<file path="src/rtl/rob_wb_arbiter.sv">
// Round-robin writeback arbiter: grants one functional-unit result per cycle into a
// one-entry output register that the ROB drains under a valid/ready handshake.
`ifndef WORD_SIZE
`define WORD_SIZE 32
`endif

module rob_wb_arbiter #(
  parameter int unsigned WORD_SIZE   = `WORD_SIZE,
  parameter int unsigned ROB_ENTRIES = 10,
  parameter int unsigned NUM_REQ     = 4,
  localparam int unsigned TAG_W      = $clog2(ROB_ENTRIES),
  localparam int unsigned PTR_W      = $clog2(NUM_REQ)
) (
  input  logic                         clk,
  input  logic                         rst,
  input  logic [NUM_REQ-1:0]           req_valid,
  input  logic [NUM_REQ*TAG_W-1:0]     req_tag,
  input  logic [NUM_REQ*WORD_SIZE-1:0] req_data,
  output logic [NUM_REQ-1:0]           req_ready,
  input  logic                         flush,
  output logic                         wb_valid,
  output logic [TAG_W-1:0]             wb_tag,
  output logic [WORD_SIZE-1:0]         wb_data,
  input  logic                         wb_ready,
  output logic [15:0]                  grant_cnt
);

  logic [PTR_W-1:0]     ptr_q, ptr_d;
  logic                 wb_valid_q, wb_valid_d;
  logic [TAG_W-1:0]     wb_tag_q, wb_tag_d;
  logic [WORD_SIZE-1:0] wb_data_q, wb_data_d;
  logic [15:0]          grant_cnt_q, grant_cnt_d;

  logic                 load;
  logic                 sel_found;
  logic [PTR_W-1:0]     sel_idx;
  logic                 transfer;

  // rst is folded in so req_ready is forced low asynchronously during reset
  assign load     = rst && !flush && (!wb_valid_q || wb_ready);
  assign transfer = load && sel_found;

  always_comb begin
    int unsigned idx;
    sel_found = 1'b0;
    sel_idx   = '0;
    idx       = 0;
    for (int unsigned k = 0; k < NUM_REQ; k++) begin
      idx = (32'(ptr_q) + k) % NUM_REQ;
      if (!sel_found && req_valid[idx]) begin
        sel_found = 1'b1;
        sel_idx   = PTR_W'(idx);
      end
    end
  end

  always_comb begin
    req_ready = '0;
    if (transfer) req_ready[sel_idx] = 1'b1;
  end

  always_comb begin
    ptr_d       = ptr_q;
    wb_valid_d  = wb_valid_q;
    wb_tag_d    = wb_tag_q;
    wb_data_d   = wb_data_q;
    grant_cnt_d = grant_cnt_q;
    if (flush) begin
      wb_valid_d = 1'b0;
    end else if (transfer) begin
      wb_valid_d = 1'b1;
      wb_tag_d   = req_tag[sel_idx*TAG_W +: TAG_W];
      wb_data_d  = req_data[sel_idx*WORD_SIZE +: WORD_SIZE];
      ptr_d      = (32'(sel_idx) == NUM_REQ - 1) ? '0 : sel_idx + 1'b1;
      if (grant_cnt_q != 16'hFFFF) grant_cnt_d = grant_cnt_q + 16'd1;
    end else if (wb_valid_q && wb_ready) begin
      wb_valid_d = 1'b0;
    end
  end

  always_ff @(posedge clk or negedge rst) begin
    if (!rst) begin
      ptr_q       <= '0;
      wb_valid_q  <= 1'b0;
      wb_tag_q    <= '0;
      wb_data_q   <= '0;
      grant_cnt_q <= '0;
    end else begin
      ptr_q       <= ptr_d;
      wb_valid_q  <= wb_valid_d;
      wb_tag_q    <= wb_tag_d;
      wb_data_q   <= wb_data_d;
      grant_cnt_q <= grant_cnt_d;
    end
  end

  assign wb_valid  = wb_valid_q;
  assign wb_tag    = wb_tag_q;
  assign wb_data   = wb_data_q;
  assign grant_cnt = grant_cnt_q;

endmodule
</file>
<file path="config.mk">
export PLATFORM = sky130hd
export DESIGN_NAME = rob_wb_arbiter
export DESIGN_NICKNAME = d
export VERILOG_FILES = /design/src/rtl/rob_wb_arbiter.sv
export SDC_FILE = /design/constraint.sdc
export NUM_CORES = 1
export LEC_CHECK = 0
export ABC_CLOCK_PERIOD_IN_PS = 3280
export BUFFER_PORTS_ARGS = -buffer_cell sky130_fd_sc_hd__buf_2
export CAP_MARGIN = 20
export CORE_MARGIN = 3
export CORE_UTILIZATION = 48
export CTS_CLUSTER_DIAMETER = 80
export CTS_CLUSTER_SIZE = 24
export DETAILED_ROUTE_END_ITERATION = 12
export PLACE_DENSITY = 0.9
export SKIP_CTS_REPAIR_TIMING = 1
export SLEW_MARGIN = 20
export SYNTH_ARGS = -nofsm -noshare
export SYNTH_HDL_FRONTEND = slang
export SYNTH_SLANG_ARGS = --single-unit
</file>
<file path="constraint.sdc">
create_clock -name clk -period 3.28 [get_ports clk]
set_input_delay 0.656 -clock clk [delete_from_list [all_inputs] [get_ports clk]]
set_output_delay 0.656 -clock clk [all_outputs]
set_load 0.005 [all_outputs]
</file>
# After elaboration in Yosys (flattened, before gate mapping)
# Cells that the tools add are included.
# Widths: inputs -> output; s select.
op_classes:
  n_eq_ne: 2
  order_cmp: 6
  add_sub_neg: 5
  n_reduce_logical: 17
  n_shift: 2
  n_mux: 23
  bitwise_logic: 1
op_table:
  columns: ["operator", "n"]
  rows:
  - ["$shiftx 128x8->32", 1]
  - ["$add 16x1->16 const B", 1]
  - ["$ne 16x16->1 const B", 1]
  - ["$shiftx 16x5->4", 1]
  - ["$lt 2x3->1 const B", 5]
  - ["$mux 1", 12]
  - ["$mux 2", 5]
  - ["$bmux 1 s2", 4]
  - ["$logic_and 1x1->1", 8]
  - ["$logic_not 1->1", 5]
  - ["$add 2x1->2 const B", 2]
  - ["$add 2x2->2 const B", 2]
  - ["$mux 4", 1]
  - ["$reduce_and 3->1", 1]
  - ["$reduce_bool 3->1", 1]
  - ["$demux 1 s2", 1]
  - ["$eq 2x2->1 const B", 1]
  - ["$ge 2x1->1 const B", 1]
  - ["$reduce_and 2->1", 1]
  - ["$logic_or 1x1->1", 1]
  - ["$not 1->1", 1]
word_totals:
  regBits: 55
  out_inout_bits: 57
  word_cells: 61
  inputBits: 152

# Logic depth before layout (Yosys ltp)
logic_depth:
  ltp_word: 17
  ltp_mapped: 8
  depth_no_buf: 6

# Worst setup path before layout
# No wires, ideal clock.
synth_path:
  kind: "input port to output port"
  from: "input req_valid[0]"
  to: "output req_ready[0]"
  path_buffers: 2
  required_time_ps: 2624
  stages: 5
  setup_slack_ps: 792
  arrival_time_ps: 1832
  cell_sequence: "or4_4 -> and4b_1 -> buf_2 -> buf_2 -> and2_1"
synth_between:
  elab_chain_cells: 17
  word_cells_on_any_way: 29
  cone_classes: "order compare: 2; mux: 19; reduce/logical: 8"
synth_lines:
  columns: ["item", "line", "rtl"]
  rows:
  - ["start, declared", "16", "input logic [NUM_REQ-1:0] req_valid,"]
  - ["$bmux 1 s2", "50", "if (!sel_found && req_valid[idx]) begin"]
  - ["$mux 1 (not written as such)", "50", null]
  - ["$mux 1", "50", null]
  - ["$logic_not 1->1", "50", null]
  - ["$logic_and 1x1->1", "50", null]
  - ["$mux 1", "50", null]
  - ["$logic_not 1->1", "50", null]
  - ["$logic_and 1x1->1", "50", null]
  - ["$mux 1", "50", null]
  - ["$logic_not 1->1", "50", null]
  - ["$logic_and 1x1->1", "50", null]
  - ["$mux 2", "50", null]
  - ["$lt 2x3->1 (not written as such) or $ge 2x1->1 (tied branches)", "59", "if (transfer) req_ready[sel_idx] = 1'b1;"]
  - ["$logic_and 1x1->1 (not written as such)", "59", null]
  - ["$mux 1 (not written as such)", "59", null]
  - ["$demux 1 s2", "59", null]
  - ["$mux 4 (*)", "59", null]
  - ["end, declared", "19", "output logic [NUM_REQ-1:0] req_ready,"]
# Mark *: on every way between the ends. The rest lies on a longest branch, timed or not. The select of a mux whose other input is x is not followed.

# Worst setup path in the final report
layout_path:
  from: "register ptr_q[1]"
  to: "output req_ready[0]"
layout_between:
  elab_chain_cells: 17
  word_cells_on_any_way: 32
  cone_classes: "add/sub: 3; order compare: 2; mux: 19; reduce/logical: 8"
layout_lines:
  columns: ["item", "line", "rtl"]
  rows:
  - ["start, declared", "28", "logic [PTR_W-1:0] ptr_q, ptr_d;"]
  - ["start signal, assigned", "89", "ptr_q <= ptr_d;"]
  - ["parallel branches: the longest is 16 deep, another holds $lt 2x3->1", null, null]
  - ["$mux 4 (*)", "59", null]
# Every way passes the cells marked *. The select of a mux whose other input is x is not followed.

==> flow_summary.yaml <==
status:
  status: "complete, no violations"
floorplanning:
  die-height_um: 93.5
  design.die.area_um2: 8740
  die_x_um: 93.5
  coreArea_um2: 7330
  rows: 31
  io_pins: 209
  start_util_pct: 50.1
sta:
  fmax_mhz: 349
  rsz0062_at_grt: "false"
  setup_ws_ns: 0.416
  tightest_slew_ns: 0.909
  finalCritPeriodShare_pct: 87.3
  maxSlewViolCount: 0
  slew_headroom_pct: 39.3
  min_period_ns: 2.86
  finalSetupViolCount: 0
  hold_viol: 0
  skew_ns: 0.0179
  finalSetupTns_ns: 0
finish:
  mostFrequentLayoutCells: "buf_2 (208), nand2_1 (85), dfrtp_1 (55)"
  fin_util_pct: 65.1
  antenna_cells: 0
  final_common_cell: "buf_2"
  drive_above_1_share_pct: 46.7
  nets: 735
  synthToLayoutAreaGrowth_pct: 29.8
  final_area_um2: 4770
route:
  routedWlPerCell_um: 17.3
  vias: 3955
  vias_per_cell: 5.82
  first_pass_iters: 4
  drtAntennaViolNets: 0
  drt_iter0_markers: 152
  drcViolationCount: 0
  wl_um: 11700
synthesis:
  yosysWarnings: 0
  synthesis.nets: 544
  synth_top_area_share_pct: 37.4
  syn_avg_cell_area_um2: 9.47
  synth.top_cells.by_area: "dfrtp_1 (37%), a2111oi_2 (13%), nand2_1 (8.7%), a311oi_1 (8.6%), and3_1 (6.6%)"
  synth_top_area_cell: "dfrtp_1"
  yosysSeqAreaShare_pct: 37.4
  synth_cell_types: 40
  netlist_instances: 388
  syn_area_um2: 3680
  ys_ff_latch: 55
clock_network:
  htree_levels: 2
  cts_tree: "built"
  clkTransAtPathRegs_ns: 0.11
  ctsLongestPathBuffers: 2
  cts_sinks: 55
  clkLatencyLatePin_ns: 0.31
  numCtsBuffers: 5
  cts-root-buf: "clkbuf_8"
global_routing:
  grt_pass1_vias: 3829
  grt_pass1_wl_um: 18200
  overflow: 0
  grt_usage_pct: 25.8
  grt_max_degree: 47
  antenna_found_initial: 0
place:
  dp_hpwl_um: 8840
  port_buffers: 208
  gp_congestion: 0.847
  dpl_worst_slack_ns: 0.515
  post_dp_cell_area_um2: 4680
flow_run:
  cap_violations: 0
power_and_ir_drop:
  totalPowerFinal_mw: 2.93
  leakagePower_nw: 2.28
  max-vdd-ir-drop_uv: 295
  p_per_area_nw_per_um2: 613
critical_path:
  worstPathMaxFanout: 29
  end_kind: "primary output"
  critical_path.top_delay_family: "simple AND/OR/NAND/NOR gates"
  path_class: "reg2out"
  cp_num_buf_inv: 2
  worstPathArrival_ns: 2.21
  required_ns: 2.62
  crit_path_top_delay_cell: "dfrtp_1"
  start_kind: "register"
  crit_chain: "nand2b_1, a21o_2, and2_4, inv_4, ha_1, and2_1, buf_2"
  cpPeakStageDelay_ns: 0.47
min_path:
  min_path_type: "in2async"
-- path summary, 6_finish.rpt --
kind                                     from            end  slack [ns]  cells after the start
worst min register to register  grant_cnt[10]  grant_cnt[10]        0.51                      1
max in group asynchronous                 rst    wb_data[17]        2.51                      2
worst max-delay path                 ptr_q[1]   req_ready[0]        0.42                      7
min in group clk                grant_cnt[10]  grant_cnt[10]        0.51                      1
worst min-delay path                      rst     wb_data[2]        0.39                      2
worst max register to register       ptr_q[1]    wb_data[13]        0.85                      6
-- cell type report --
cell class / count / area (um^2)
sequential: 55 / 1380
clock inverter: 3 / 26.3
tap: 99 / 124
multi-input combinational: 295 / 2030
fill: 605 / 2560
inverter: 4 / 17.5
clock buffer: 5 / 68.8
timing repair buffer: 218 / 1130
-- cell families (layout without fill, tap and decap cells) --
| group | Yosys count | after routing | share of synthesized area, % |
|---|---|---|---|
| XOR/XNOR | 14 | 14 | 3.34 |
| buffers and inverters | 38 | 230 | 7.39 |
| flip-flops | 55 | 55 | 37.4 |
| multiplexers | 2 | 2 | 0.579 |
| adder cells (fa/ha/maj) | 4 | 4 | 1.36 |
| AO/OA/AOI/OAI | 82 | 82 | 24.6 |
| AND/OR/NAND/NOR | 193 | 193 | 25.3 |
-- power by group --
part	switching, mW	total (mW)	internal [mW]	leakage (nW)
clock	0.238	0.396	0.158	0.0491
sequential	0.181	1.11	0.927	0.641
combinational	0.809	1.42	0.612	1.59
-- state kept, by name, summed over array words and instances (netlist names) --
signal     flops
wb_tag         4
ptr_q          2
wb_valid       1
grant_cnt     16
wb_data       32
-- cells in the mapped netlist --
cell type and number:
buf_2 9, nor2_1 43, nor2b_1 1, nand4b_1 1, inv_4 1, nor3b_2 1
nand4b_4 1, a31oi_1 1, nor3_1 3, inv_1 2, nand3_1 2, clkbuf_1 3
or4_4 1, a21oi_1 3, and4_4 1, dfrtp_1 55, and3_1 39, clkbuf_2 2
a2111oi_0 3, a211o_1 1, and4b_1 1, a311oi_1 36, o21ai_0 3, mux2_2 1
buf_4 10, buf_6 10, a21o_2 1, and2_1 4, nand2b_1 2, xor2_1 4
a2111oi_2 33, and2_4 1, xnor2_1 10, nand4_1 6, nor2_4 1, inv_2 1
a2bb2oi_2 1, ha_1 4, mux2i_1 1, nand2_1 85
-- layer usage --
| layer | track usage [%] | up-vias | part of all wire, % |
|---|---|---|---|
| met5 | 0 | - | 0 |
| met4 | 9.40 | 0 | 2.7 |
| met3 | 3.62 | 31 | 7.6 |
| met2 | 46.1 | 227 | 51 |
| met1 | 31.2 | 1877 | 39 |
| li1 | - | 1820 | - |
-- worst reg2reg max path, stage by stage, from the launching register on --
cell	delay, ns
dfrtp_1	0.48
inv_1	0.11
a21oi_1	0.15
and4_4	0.44
inv_2	0.10
nor2_4	0.72
a311oi_1	0.25
-- per-stage QoR --
step,cells,hold WS (ns)
after global placement,671,0.481
after global routing,679,0.413
after detailed placement,671,0.497
final,679,0.389
after floorplan,388,0.360
after CTS,679,0.400
No activity file was read; power rests on OpenSTA's default activity.
